[config.mk]
export PLATFORM = sky130hd
export DESIGN_NAME = fan_pwm
export DESIGN_NICKNAME = d
export VERILOG_FILES = /design/src/rtl/fan_pwm_pkg.sv /design/src/rtl/fan_pwm_core.sv /design/src/rtl/fan_pwm.sv
export SDC_FILE = /design/constraint.sdc
export NUM_CORES = 1
export LEC_CHECK = 0
export ABC_AREA = 1
export BUFFER_PORTS_ARGS = -buffer_cell sky130_fd_sc_hd__buf_2
export CORE_MARGIN = 1
export CORE_UTILIZATION = 50
export DETAILED_ROUTE_END_ITERATION = 8
export GPL_TIMING_DRIVEN = 0
export MAX_ROUTING_LAYER = met4
export PLACE_DENSITY = 0.74
export SETUP_SLACK_MARGIN = 0.1
export SLEW_MARGIN = 20
export SYNTH_ARGS = -nofsm -noshare
export SYNTH_HDL_FRONTEND = slang
export SYNTH_SLANG_ARGS = --single-unit
[constraint.sdc]
create_clock -name clk -period 1.4 [get_ports clk]
set_input_delay 0.07 -clock clk [delete_from_list [all_inputs] [get_ports clk]]
set_output_delay 0.07 -clock clk [all_outputs]
set_load 0.005 [all_outputs]
[src/rtl/fan_pwm_pkg.sv]
// fan_pwm shared definitions: CSR layout, SCALE encoding
// and the period helper used by the counter wrap compare.
package fan_pwm_pkg;

  localparam logic [4:0] CTRL_OFS = 5'd0;
  localparam logic [4:0] DUTY_OFS = 5'd1;

  localparam int CTRL_EN_BIT   = 7;
  localparam int CTRL_KICK_BIT = 6;
  localparam int CTRL_SCALE_HI = 1;
  localparam int CTRL_SCALE_LO = 0;

  typedef enum logic [1:0] {
    SCALE_128 = 2'b00,
    SCALE_64  = 2'b01,
    SCALE_32  = 2'b10,
    SCALE_16  = 2'b11
  } scale_e;

  function automatic logic [2:0] wrap_bit(
    input scale_e s
  );
    logic [2:0] b;
    b = 3'd7;
    unique case (s)
      SCALE_128: b = 3'd7;
      SCALE_64:  b = 3'd6;
      SCALE_32:  b = 3'd5;
      SCALE_16:  b = 3'd4;
    endcase
    return b;
  endfunction

  // Last counter value of a period: P-1 with P = 1 << wrap bit
  function automatic logic [7:0] period_last(
    input scale_e s
  );
    logic [8:0] p;
    p = 9'd1 << wrap_bit(s);
    return p[7:0] - 8'd1;
  endfunction

endpackage

[src/rtl/fan_pwm_core.sv]
// fan_pwm period counter, double-buffered duty/scale shadows
// and the registered compare that drives the pin.
module fan_pwm_core
  import fan_pwm_pkg::*;
(
  input  logic       clk,
  input  logic       rst,
  input  logic       i_ce,
  input  logic       i_en,
  input  logic       i_en_nx,
  input  logic       i_start,
  input  logic       i_kick,
  input  logic [7:0] i_duty_nx,
  input  scale_e     i_scale_nx,
  output logic       o_wrap,
  output logic       o_pwm
);

  logic [7:0] r_cnt;
  logic [7:0] r_sduty;
  scale_e     r_sscale;
  logic       r_pwm;
  logic       w_last;

  assign w_last = (r_cnt == period_last(r_sscale));
  assign o_wrap = i_ce & i_en & w_last;
  assign o_pwm  = r_pwm;

  // Shadows load from the next-cycle register values so a
  // write landing on the wrap edge is taken by the new period.
  always_ff @(posedge clk) begin
    if (rst) begin
      r_cnt    <= 8'd0;
      r_sduty  <= 8'd0;
      r_sscale <= SCALE_128;
      r_pwm    <= 1'b0;
    end else if (!i_en_nx) begin
      r_cnt <= 8'd0;
      r_pwm <= 1'b0;
    end else if (i_start) begin
      r_cnt    <= 8'd0;
      r_sduty  <= i_duty_nx;
      r_sscale <= i_scale_nx;
      r_pwm    <= 1'b0;
    end else if (i_ce) begin
      r_pwm <= i_kick | (r_cnt < r_sduty);
      if (w_last) begin
        r_cnt    <= 8'd0;
        r_sduty  <= i_duty_nx;
        r_sscale <= i_scale_nx;
      end else begin
        r_cnt <= r_cnt + 8'd1;
      end
    end
  end

endmodule

[src/rtl/fan_pwm.sv]
// fan_pwm top: CSR decode, CTRL/DUTY registers, kick-start.
// Kick-start logic is built only with FAN_PWM_KICKSTART_EN.
module fan_pwm
  import fan_pwm_pkg::*;
#(
  parameter logic [4:0] BASE_ADDR    = 5'h0,
  parameter int         KICK_PERIODS = 8
) (
  input  logic       clk,
  input  logic       rst,
  input  logic [4:0] csr_a,
  input  logic [7:0] csr_di,
  input  logic       csr_we,
  output logic [7:0] csr_do,
  input  logic       ce_pwm,
  output logic       pwm_out
);

  localparam logic [4:0] CTRL_A = BASE_ADDR + CTRL_OFS;
  localparam logic [4:0] DUTY_A = BASE_ADDR + DUTY_OFS;

  logic       r_en;
  scale_e     r_scale;
  logic [7:0] r_duty;

  logic       w_sel_ctrl;
  logic       w_sel_duty;
  logic       w_wr_ctrl;
  logic       w_wr_duty;
  logic       w_en_nx;
  scale_e     w_scale_nx;
  logic [7:0] w_duty_nx;
  logic       w_start;
  logic       w_wrap;
  logic       w_kick;

  assign w_sel_ctrl = (csr_a == CTRL_A);
  assign w_sel_duty = (csr_a == DUTY_A);
  assign w_wr_ctrl  = csr_we & w_sel_ctrl;
  assign w_wr_duty  = csr_we & w_sel_duty;

  assign w_en_nx = w_wr_ctrl ? csr_di[CTRL_EN_BIT] : r_en;
  assign w_scale_nx = w_wr_ctrl ?
    scale_e'(csr_di[CTRL_SCALE_HI:CTRL_SCALE_LO]) : r_scale;
  assign w_duty_nx = w_wr_duty ? csr_di : r_duty;
  assign w_start   = w_en_nx & ~r_en;

  always_ff @(posedge clk) begin
    if (rst) begin
      r_en    <= 1'b0;
      r_scale <= SCALE_128;
      r_duty  <= 8'd0;
    end else begin
      r_en    <= w_en_nx;
      r_scale <= w_scale_nx;
      r_duty  <= w_duty_nx;
    end
  end

`ifdef FAN_PWM_KICKSTART_EN
  logic [7:0] r_kick;

  // Counts remaining full-speed periods after spin-up
  always_ff @(posedge clk) begin
    if (rst) begin
      r_kick <= 8'd0;
    end else if (!w_en_nx) begin
      r_kick <= 8'd0;
    end else if (w_start) begin
      r_kick <= 8'(KICK_PERIODS);
    end else if (w_wrap && (r_kick != 8'd0)) begin
      r_kick <= r_kick - 8'd1;
    end
  end

  assign w_kick = (r_kick != 8'd0);
`else
  logic w_unused_kick;
  assign w_unused_kick = (|KICK_PERIODS) ^ w_wrap;
  assign w_kick = 1'b0;
`endif

  always_comb begin
    csr_do = 8'd0;
    unique case (1'b1)
      w_sel_ctrl: begin
        csr_do[CTRL_EN_BIT]   = r_en;
        csr_do[CTRL_KICK_BIT] = w_kick;
        csr_do[CTRL_SCALE_HI:CTRL_SCALE_LO] = r_scale;
      end
      w_sel_duty: csr_do = r_duty;
      default:    csr_do = 8'd0;
    endcase
  end

  fan_pwm_core u_core (
    .clk        (clk),
    .rst        (rst),
    .i_ce       (ce_pwm),
    .i_en       (r_en),
    .i_en_nx    (w_en_nx),
    .i_start    (w_start),
    .i_kick     (w_kick),
    .i_duty_nx  (w_duty_nx),
    .i_scale_nx (w_scale_nx),
    .o_wrap     (w_wrap),
    .o_pwm      (pwm_out)
  );

endmodule

==> results of run 1 <==
==> path summary, 6_finish.rpt <==
kind | start | endpoint | slack, ps | cells after the start
setup / recovery | u_core.r_cnt[0] | u_core.r_sduty[0] | 30 | 11
hold reg to reg | u_core.r_sduty[7] | u_core.r_sduty[7] | 490 | 2
hold / removal | ce_pwm | u_core.r_cnt[1] | 30 | 3
setup reg to reg | u_core.r_cnt[0] | u_core.r_sduty[0] | 30 | 11
==> sequential cells by signal, indices dropped and copies added, names as in the netlist <==
name	count
r_duty	8
u_core.r_cnt	8
u_core.r_sduty	8
r_scale	2
u_core.r_sscale	2
r_en	1
u_core.o_pwm	1
==> cells in the final DEF (no fill, tap or decap), types with 2 or more instances in the layout <==
master,count
ha_1,6
xnor2_1,2
nor2_4,4
ha_4,2
buf_6,5
buf_2,25
xor2_1,2
nand2_1,62
nand2_2,4
clkbuf_4,5
inv_1,38
a21oi_1,14
clkbuf_8,3
nand4_1,4
dfxtp_2,3
buf_4,6
nand3_1,11
nor2_1,37
a21oi_2,3
o22ai_1,3
nand3_2,7
dfxtp_1,25
dfxtp_4,2
==> where the power goes <==
group / total (mW) / switching [mW] / leakage (nW) / internal [mW]
logic: 0.125 / 0.0744 / 0.640 / 0.0511
registers: 0.861 / 0.00430 / 0.245 / 0.857
clock network: 0.648 / 0.305 / 0.0446 / 0.343
==> final cells by class <==
cell class / instances / area (µm²)
buffer: 7 / 61.31
timing repair buffer: 31 / 178.9
fill: 280 / 1027
sequential: 30 / 611.8
tap: 44 / 55.05
inverter: 38 / 142.6
multi-input combinational: 172 / 972.2
clock buffer: 8 / 78.83
==> timing repair <==
item / in CTS / in global routing
pin swaps: 1 / 1
endpoints found under the hold margin: 1 / 0
hold buffers: 1 / 0
buffers inserted: 4 / 1
resized for setup: 7 / 14
endpoints found under the setup margin: 11 / 17
cloned: 1 / 0
==> routing by layer <==
metal,wire length [µm],vias to the layer above
met5,0,-
li1,-,848
met2,1612,29
met4,47,0
met1,1674,705
met3,130,5
==> kinds of logic (layout without fill, tap and decap cells) <==
family                   after synthesis  after routing
flip-flops                            30             30
AO/OA/AOI/OAI                         23             23
AND/OR/NAND/NOR                      137            137
buffers and inverters                 45             84
adder cells (fa/ha/maj)                8              8
XOR/XNOR                               4              4
==> critical path: stages (launching register included) <==
cell and delay [ps]:
dfxtp_4 370, ha_4 130, nand2_2 50, nor2_1 90
nand2_1 50, nor2_1 80, nand2_1 80, nand2_2 110
buf_6 130, nand3_1 60, nand2_1 70, nor2_1 40
==> summary.md, run 1 <==
| Metric | Value |
|---|---|
| GR Overflow Total | `0` |
| Hpwl dp | `2516 µm` |
| Detailed Route Iter0 Violations | `73` |
| Final instance area | `~2100 µm²` |
| Seq/Total Area, Yosys | `a little over a third` |
| Reg clk slew, reported paths | `100 ps` |
| Die Height | `60.23 µm` |
| Leak | `0.9294 nW` |
| Routability cong. | `0.8156` |
| Cts bufs inserted | `5` |
| CP Capture Type | `flop` |
| Met2 Usage GRT | `36.42%` |
| Ys async rst share | `0%` |
| Synth top cells by count | `nand2_1 (65), inv_1 (38), nor2_1 (38)` |
| Met3 Track Usage GR | `under 10%` |
| Max Cap Viol | `0` |
| Via count | `1587` |
| # IOs | `26` |
| Hold Vio Cnt, Final | `0` |
| Combinational family with the most area after synthesis | `simple AND/OR/NAND/NOR gates` |
| Clk_lat worst skew | `330 ps` |
| Drt wl/cell | `between 10 and 15 µm` |
| Synth Area in Compound Gates | `7.528%` |
| Distinct cells, synth | `28` |
| Total wire length | `3465 µm` |
| HP Class | `primary input to flop` |
| Ant diodes | `0` |
| Unrepaired setup endpoints after global routing | `true` |
| Adder-Cell Fraction of Synth Area | `a little under 6%` |
| Vias in the first global route | `1474` |
| Post-synthesis simple-gate area fraction | `37.49%` |
| Die X | `60.23 µm` |
| Clk_skew | `between 5 and 6 ps` |
| Fin Hold WS | `28.17 ps` |
| Most frequent cell after synthesis | `nand2_1` |
| Worst-path fanout max | `5` |
| Power density over the cells | `778.3 nW/µm²` |
| Placed Area | `1889 µm²` |
| Place WS | `-32.03 ps` |
| DR pass1 iterations | `4` |
| Measured slew at the worst slew-check pin | `434.1 ps` |
| Clock H-tree levels | `2` |
| Tcrit/Tclk final | `97.87%` |
| Initial core utilization | `54.20%` |
| Longest Clk Path Bufs | `2` |
| ANT nets after route | `0` |
| Area of the core | `~3100 µm²` |
| Post-synth top area share | `35.42%` |
| Register bit count reported by yosys | `30` |
| Proportion of layout cells with a drive suffix above 1 | `26.57%` |
| Max IR drop VDD | `approximately 0.00053 V` |
| Synth Flop Type | `dfxtp_1` |
| Die area | `3628 µm²` |
| Dpl cells | `315` |
| Max-slew violations | `0` |
| Layout area overhead | `23.91%` |
| Vias per cell | `4.809` |
| First-pass GRT wire length | `6099 µm` |
| Synthesized area | `1695 µm²` |
| Final core occ | `67.16%` |
| Final Critical Period | `1370 ps` |
| Status | `finished clean` |
| CP Data Required Time | `between 1500 and 2000 ps` |
| Synth area leaders | `dfxtp_1 (35%), nand2_1 (14%), inv_1 (8.4%)` |
| Syn_area_per_cell | `6.864 µm²` |
| TritonCTS clock tree | `yes` |
| Fmax achieved | `0.7298 GHz` |
| Setup TNS | `0 ps` |
| Cells after Synth | `between 200 and 250` |
| Layer with the highest usage | `met2` |
| DRC viols | `0` |
| Net count after synthesis | `272` |
| Port-buffer cells | `24` |
| Crit path launch type | `flop` |
| Synth area leader | `dfxtp_1` |
| Final worst slack | `29.79 ps` |
| Non-Filler Instances | `330` |
| Largest net degree at the start of global routing | `11` |
| CTS Root Buffer Type | `clkbuf_4` |
| Mux contribution to synthesized area | `0%` |
| Initial antenna violation count | `0` |
| Tot Pwr | `about 1.6 mW` |
| Number of flops mapped to enable cells by yosys | `0` |
| Clock Sinks | `30` |
| Cell row count | `20` |
| GRT Resource Usage Total | `a little under a quarter` |
| Layout net count | `310` |
| Post-synthesis xor/xnor area fraction | `under 10%` |
| Slew HR | `between 70% and 80%` |
| Crit path DAT | `about 1600 ps` |
| WS Path Type | `flop to flop` |
| # setup viols final | `0` |
| Met1 usage | `slightly below 30%` |
| Yosys warning count | `0` |
Power figures use the tool's default switching activity.
==> run 2: changes to the inputs <==
--- a/config.mk
+++ b/config.mk
@@ -13,7 +13,6 @@
 export GPL_TIMING_DRIVEN = 0
 export MAX_ROUTING_LAYER = met4
 export PLACE_DENSITY = 0.74
-export SETUP_SLACK_MARGIN = 0.1
 export SLEW_MARGIN = 20
 export SYNTH_ARGS = -nofsm -noshare
 export SYNTH_HDL_FRONTEND = slang
==> summary.md, run 2 (same netlist as run 1, synthesis figures left out) <==
| Metric | Value |
|---|---|
| Clock H-tree levels | `2 (unchanged)` |
| Max IR drop VDD | `0.0005243 V (-1.3%)` |
| Clock Sinks | `30 (unchanged)` |
| Clk_lat worst skew | `310 ps (-20 ps)` |
| Area of the core | `3128 µm² (unchanged)` |
| Initial core utilization | `54.20% (unchanged)` |
| DR pass1 iterations | `4 (unchanged)` |
| Final instance area | `2053 µm² (-2.3%)` |
| Comb power frac | `8.1% (+0.4 points)` |
| Measured slew at the worst slew-check pin | `451.5 ps (+17.36 ps)` |
| Worst reg2reg path depth | `11 (unchanged)` |
| # IOs | `26 (unchanged)` |
| Sw frac | `23.68% (+0.19 points)` |
| Proportion of layout cells with a drive suffix above 1 | `23.16% (-3.4 points)` |
| Cell row count | `20 (unchanged)` |
| Worst-path fanout max | `5 (unchanged)` |
| Hold Path Cell Cnt | `3 (unchanged)` |
| Fin Hold WS | `63.02 ps (+34.85 ps)` |
| R2R Path Start | `u_core.r_cnt[1]` |
| GRT Resource Usage Total | `21.14% (-2.1 points)` |
| HP Class | `primary input to flop` |
| Crit path DAT | `1650 ps (+40 ps)` |
| Fmax achieved | `0.6978 GHz (-4.4%)` |
| Reg2reg end | `u_core.r_sscale[1]` |
| Ant diodes | `0 (unchanged)` |
| Via count | `1555 (-2.0%)` |
| Slew HR | `69.90% (-1.2 points)` |
| Cts bufs inserted | `5 (unchanged)` |
| Total wire length | `3403 µm (-1.8%)` |
| WS Path Type | `flop to flop` |
| Sequential fraction of design power | `57.2% (+4.5 points)` |
| Unrepaired setup endpoints after global routing | `true` |
| Initial antenna violation count | `0 (unchanged)` |
| GR Overflow Total | `0 (unchanged)` |
| Clk_skew | `2.760 ps (-2.254 ps)` |
| Worst setup startpoint | `u_core.r_cnt[1]` |
| # setup viols final | `14 (+14)` |
| Die area | `3628 µm² (unchanged)` |
| Commonest non-fill, non-tap cell in the layout | `nand2_1` |
| Max Cap Viol | `0 (unchanged)` |
| Clock network power share | `34.7% (-4.9 points)` |
| CP Data Required Time | `1610 ps (-30 ps)` |
| CTS Root Buffer Type | `clkbuf_4` |
| Power density over the cells | `736.4 nW/µm² (-5.4%)` |
| Vias in the first global route | `1355 (-8.1%)` |
| Internal power | `1.154 mW (-7.8%)` |
| Tot Pwr | `1.512 mW (-7.5%)` |
| Final worst slack | `-33.10 ps (-62.89 ps)` |
| NetSw | `0.3580 mW (-6.8%)` |
| Commonest non-fill, non-tap cells in the layout | `nand2_1 (63), inv_1 (38), nor2_1 (38)` |
| Leak | `0.9058 nW (-2.5%)` |
| TritonCTS clock tree | `yes` |
| Detailed Route Iter0 Violations | `51 (-30%)` |
| Max-slew violations | `0 (unchanged)` |
| Placed Area | `1871 µm² (-0.99%)` |
| ANT nets after route | `0 (unchanged)` |
| Final core occ | `65.64% (-1.5 points)` |
| Die Height | `60.23 µm (unchanged)` |
| Status | `finished with violations` |
| CP Capture Type | `flop` |
| Worst min-delay path startpoint | `csr_di[7]` |
| Vias per cell | `4.726 (-1.7%)` |
| Dpl cells | `315 (unchanged)` |
| Largest net degree at the start of global routing | `11 (unchanged)` |
| Worst-case hold path end point | `r_en` |
| Biggest regs | `r_duty: 8 flops, u_core.r_cnt: 8 flops, u_core.r_sduty: 8 flops` |
| Place WS | `-139.3 ps (-107.3 ps)` |
| Setup TNS | `-212.6 ps (-212.6 ps)` |
| Crit path launch type | `flop` |
| Hold Vio Cnt, Final | `0 (unchanged)` |
| Drt wl/cell | `10.34 µm (-1.5%)` |
| Reg2reg setup slack | `-30 ps (-60 ps)` |
| Die X | `60.23 µm (unchanged)` |
| Longest Clk Path Bufs | `2 (unchanged)` |
| Failing checks | `negative setup slack` |
| Reg clk slew, reported paths | `90 ps (about the same)` |
| Routability cong. | `0.8730 (+7.0%)` |
| DRC viols | `0 (unchanged)` |
| Layout net count | `309 (-0.32%)` |
| Port-buffer cells | `24 (unchanged)` |
| First-pass GRT wire length | `5561 µm (-8.8%)` |
| Non-Filler Instances | `329 (-0.30%)` |
| Layout area overhead | `21.11%` |
| Tcrit/Tclk final | `102.4% (+4.5 points)` |
| Hpwl dp | `2511 µm (-0.17%)` |
| Final Critical Period | `1433 ps (+62.89 ps)` |
run 2: cell types whose count changed in the layout (fill, tap and decap cells not counted), moves of 2 or more:
cell      change
buf_4         -2
a21oi_2       -2
clkbuf_8      -2
a21oi_1       +2
dfxtp_1       +3
dfxtp_4       -2
run 2: critical path, stage by stage (launching register included):
cell and delay (ps):
dfxtp_2 360, ha_4 150, nand2_2 50, nor2_1 100, nand2_1 60, nor2_1 110, nand2_1 90, nand2_2 110
buf_6 140, nand3_1 80, nand2_1 70, nor2_1 30
run 2: cell type report:
| type | instances | area (µm²) |
|---|---|---|
| clock buffer | 7 | 55.05 |
| buffer | 7 | 61.31 |
| timing repair buffer | 30 | 175.2 |
| fill | 285 | 1075 |
| clock inverter | 1 | 5.005 |
| sequential | 30 | 603.1 |
| inverter | 38 | 142.6 |
| multi-input combinational | 172 | 955.9 |
| tap | 44 | 55.05 |
run 2: layer usage:
layer | vias up | share of wire [%] | global-route usage [%]
li1 | 851 | - | -
met1 | 680 | 47 | 26.82
met2 | 22 | 48 | 33.59
met3 | 2 | 4.0 | 4.545
met4 | 0 | 0.56 | 5.980
met5 | - | 0 | -
run 2: worst max-delay path by stage:
| stage | to | slack (ps) |
|---|---|---|
| floorplan | u_core.r_sscale[1] | 50 |
| global route | u_core.r_sscale[1] | -140 |
| CTS | u_core.r_sduty[2] | 9 |
| finish | u_core.r_sscale[1] | -30 |
| global placement | u_core.r_sduty[2] | -110 |
| detailed placement | u_core.r_sduty[2] | -140 |
run 2: what timing repair did:
item | CTS | global route
setup buffers | 3 | 1
endpoints found under the hold margin | 1 | 0
pin swaps | 1 | 5
cloned | 1 | 0
resized for setup | 8 | 10
hold buffers | 1 | 0
endpoints found under the setup margin | 10 | 16
run 2: power by group through the flow:
stage,Clock (mW),Combinational (mW),Sequential (mW)
floorplan,0,0.0766,0.884
global placement,0,0.115,0.885
detailed placement,0,0.116,0.885
CTS,0.539,0.120,0.865
global route,0.588,0.139,0.867
finish,0.524,0.123,0.865
==> run 3: changes to the inputs <==
--- a/config.mk
+++ b/config.mk
@@ -8,11 +8,11 @@
 export ABC_AREA = 1
 export BUFFER_PORTS_ARGS = -buffer_cell sky130_fd_sc_hd__buf_2
 export CORE_MARGIN = 1
-export CORE_UTILIZATION = 50
+export CORE_UTILIZATION = 60
 export DETAILED_ROUTE_END_ITERATION = 8
 export GPL_TIMING_DRIVEN = 0
 export MAX_ROUTING_LAYER = met4
-export PLACE_DENSITY = 0.74
+export PLACE_DENSITY = 0.84
 export SLEW_MARGIN = 20
 export SYNTH_ARGS = -nofsm -noshare
 export SYNTH_HDL_FRONTEND = slang
==> constraint.sdc (replaced) <==
create_clock -name clk -period 1.7 [get_ports clk]
set_input_delay 0.085 -clock clk [delete_from_list [all_inputs] [get_ports clk]]
set_output_delay 0.085 -clock clk [all_outputs]
set_load 0.005 [all_outputs]
==> summary.md, run 3 (same netlist as run 1, synthesis figures left out) <==
| Metric | Value |
|---|---|
| Biggest regs | `r_duty: 8 flops, u_core.r_cnt: 8 flops, u_core.r_sduty: 8 flops` |
| Fmax achieved | `0.6728 GHz (-3.6%)` |
| Max Cap Viol | `0 (unchanged)` |
| Detailed Route Iter0 Violations | `31 (-39%)` |
| Routability cong. | `0.9070 (+3.9%)` |
| Die X | `55.16 µm (-8.4%)` |
| Clock Sinks | `30 (unchanged)` |
| Hold Path Cell Cnt | `3 (unchanged)` |
| WS Path Type | `flop to flop` |
| Worst reg2reg path depth | `11 (unchanged)` |
| Vias in the first global route | `1319 (-2.7%)` |
| TritonCTS clock tree | `yes` |
| Area of the core | `2567 µm² (-18%)` |
| Fin Hold WS | `53.24 ps (-9.782 ps)` |
| Worst-case hold path end point | `u_core.r_cnt[1]` |
| Die area | `3042 µm² (-16%)` |
| # IOs | `26 (unchanged)` |
| Reg clk slew, reported paths | `100 ps (about the same)` |
| Commonest non-fill, non-tap cells in the layout | `nand2_1 (65), inv_1 (38), nor2_1 (38)` |
| Status | `finished clean` |
| Reg2reg setup slack | `210 ps (+250 ps)` |
| Cell row count | `18 (-10%)` |
| Port-buffer cells | `24 (unchanged)` |
| Slew HR | `69.05% (-0.86 points)` |
| CP Data Required Time | `1930 ps (+320 ps)` |
| Layout net count | `304 (-1.6%)` |
| ANT nets after route | `0 (unchanged)` |
| CP Capture Type | `flop` |
| Proportion of layout cells with a drive suffix above 1 | `19.64% (-3.5 points)` |
| Leak | `0.8708 nW (-3.9%)` |
| Die Height | `55.16 µm (-8.4%)` |
| Clk_lat worst skew | `330 ps (+20 ps)` |
| # setup viols final | `0 (-14)` |
| Clk_skew | `8.982 ps (+6.222 ps)` |
| First-pass GRT wire length | `5416 µm (-2.6%)` |
| Worst-path fanout max | `10 (+5)` |
| Unrepaired setup endpoints after global routing | `false` |
| Largest net degree at the start of global routing | `11 (unchanged)` |
| Commonest non-fill, non-tap cell in the layout | `nand2_1` |
| Post-CTS setup buffer count | `0 (-3)` |
| Initial antenna violation count | `0 (unchanged)` |
| Tcrit/Tclk final | `87.43% (-15 points)` |
| Worst min-delay path startpoint | `ce_pwm` |
| Clock H-tree levels | `2 (unchanged)` |
| Power density over the cells | `654.7 nW/µm² (-11%)` |
| Reg2reg end | `u_core.r_sduty[2]` |
| Measured slew at the worst slew-check pin | `464.3 ps (+12.84 ps)` |
| Final Critical Period | `1486 ps (+53.25 ps)` |
| GRT Resource Usage Total | `26.04% (+4.9 points)` |
| Hold Vio Cnt, Final | `0 (unchanged)` |
| Total wire length | `3332 µm (-2.1%)` |
| Cts bufs inserted | `5 (unchanged)` |
| Vias per cell | `5.045 (+6.7%)` |
| GR Overflow Total | `0 (unchanged)` |
| Longest Clk Path Bufs | `2 (unchanged)` |
| HP Class | `primary input to flop` |
| Crit path launch type | `flop` |
| Drt wl/cell | `10.75 µm (+3.9%)` |
| Max IR drop VDD | `0.0005507 V (+5.0%)` |
| Initial core utilization | `66.03% (+12 points)` |
| DRC viols | `0 (unchanged)` |
| R2R Path Start | `u_core.r_cnt[0]` |
| Setup TNS | `0 ps (+212.6 ps)` |
| CTS Root Buffer Type | `clkbuf_4` |
| Ant diodes | `0 (unchanged)` |
| DR pass1 iterations | `4 (unchanged)` |
| Max-slew violations | `0 (unchanged)` |
| Via count | `1564 (+0.58%)` |
| Crit path DAT | `1720 ps (+70 ps)` |
| Hpwl dp | `2533 µm (+0.88%)` |
| Layout area overhead | `14.17%` |
-- run 3: changes by cell type in the layout (fill, tap and decap cells not counted), sizes merged --
cell,change
buf,-5
clkbuf,-1
clkinvlp,+1
-- run 3: area by class of cell --
class                   instances  area [µm²]
fillers                       216       631.9
repair buffers                 25       130.1
flip-flops and latches         30       603.1
clock buffers                   6       51.30
clock inverters                 2       12.51
plain buffers                   7       57.56
inverters                      38       142.6
well taps                      30       37.54
multi-input cells             172       900.9
-- run 3: worst max path at each step --
stage / cells after the start / end / slack (ps) / from
2_1_floorplan: 11 / u_core.r_sscale[1] / 350 / u_core.r_cnt[1]
6_report: 11 / u_core.r_sduty[2] / 210 / u_core.r_cnt[0]
3_5_place_dp: 11 / u_core.r_sduty[2] / 160 / u_core.r_cnt[0]
3_3_place_gp: 11 / u_core.r_sduty[2] / 200 / u_core.r_cnt[1]
4_1_cts: 11 / u_core.r_sduty[2] / 150 / u_core.r_cnt[1]
5_1_grt: 11 / u_core.r_sduty[2] / 20 / u_core.r_cnt[1]
-- run 3: metal layers --
layer  vias to the layer above  share of wire (%)  track usage, %
li1                        838                  -               -
met4                         0               0.93           10.00
met1                       704                 50           32.40
met5                         -                  0               -
met3                         4                3.0           6.557
met2                        18                 46           40.36
-- run 3: timing repair --
action,in CTS,in global routing
resized for setup,0,4
hold endpoints to repair,1,0
setup endpoints to repair,0,10
hold buffers,1,0
-- run 3: report_power, final --
part	internal (mW)	leakage [nW]	switching, mW
Combinational	0.0402	0.594	0.0584
Clock	0.199	0.0343	0.257
Sequential	0.709	0.243	0.00360
Total	0.948	0.871	0.319
-- run 3: worst max-delay path, stage by stage (launching register included) --
cell	delay, ps
dfxtp_2	370
ha_2	200
nand2_1	70
nor2_1	90
nand2_1	50
nor2_1	100
nand2_1	80
nand2_1	100
buf_6	140
nand3_1	90
nand2_1	70
nor2_1	40
-- run 3: per-stage QoR --
| step | std cells | util [%] | power [mW] | setup slack [ps] | cell area (µm²) |
|---|---|---|---|---|---|
| final | 310 | 75.39 | 1.267 | 213.7 | 1936 |
| after global routing | 310 | 75.39 | 1.320 | 15.65 | 1936 |
| after CTS | 310 | 75.05 | 1.278 | 148.3 | 1927 |
| after detailed placement | 301 | 72.17 | 0.8247 | 162.3 | 1853 |
| after global placement | 301 | 72.17 | 0.8229 | 199.1 | 1853 |
| after floorplan | 247 | - | 0.7912 | 350.1 | 1695 |
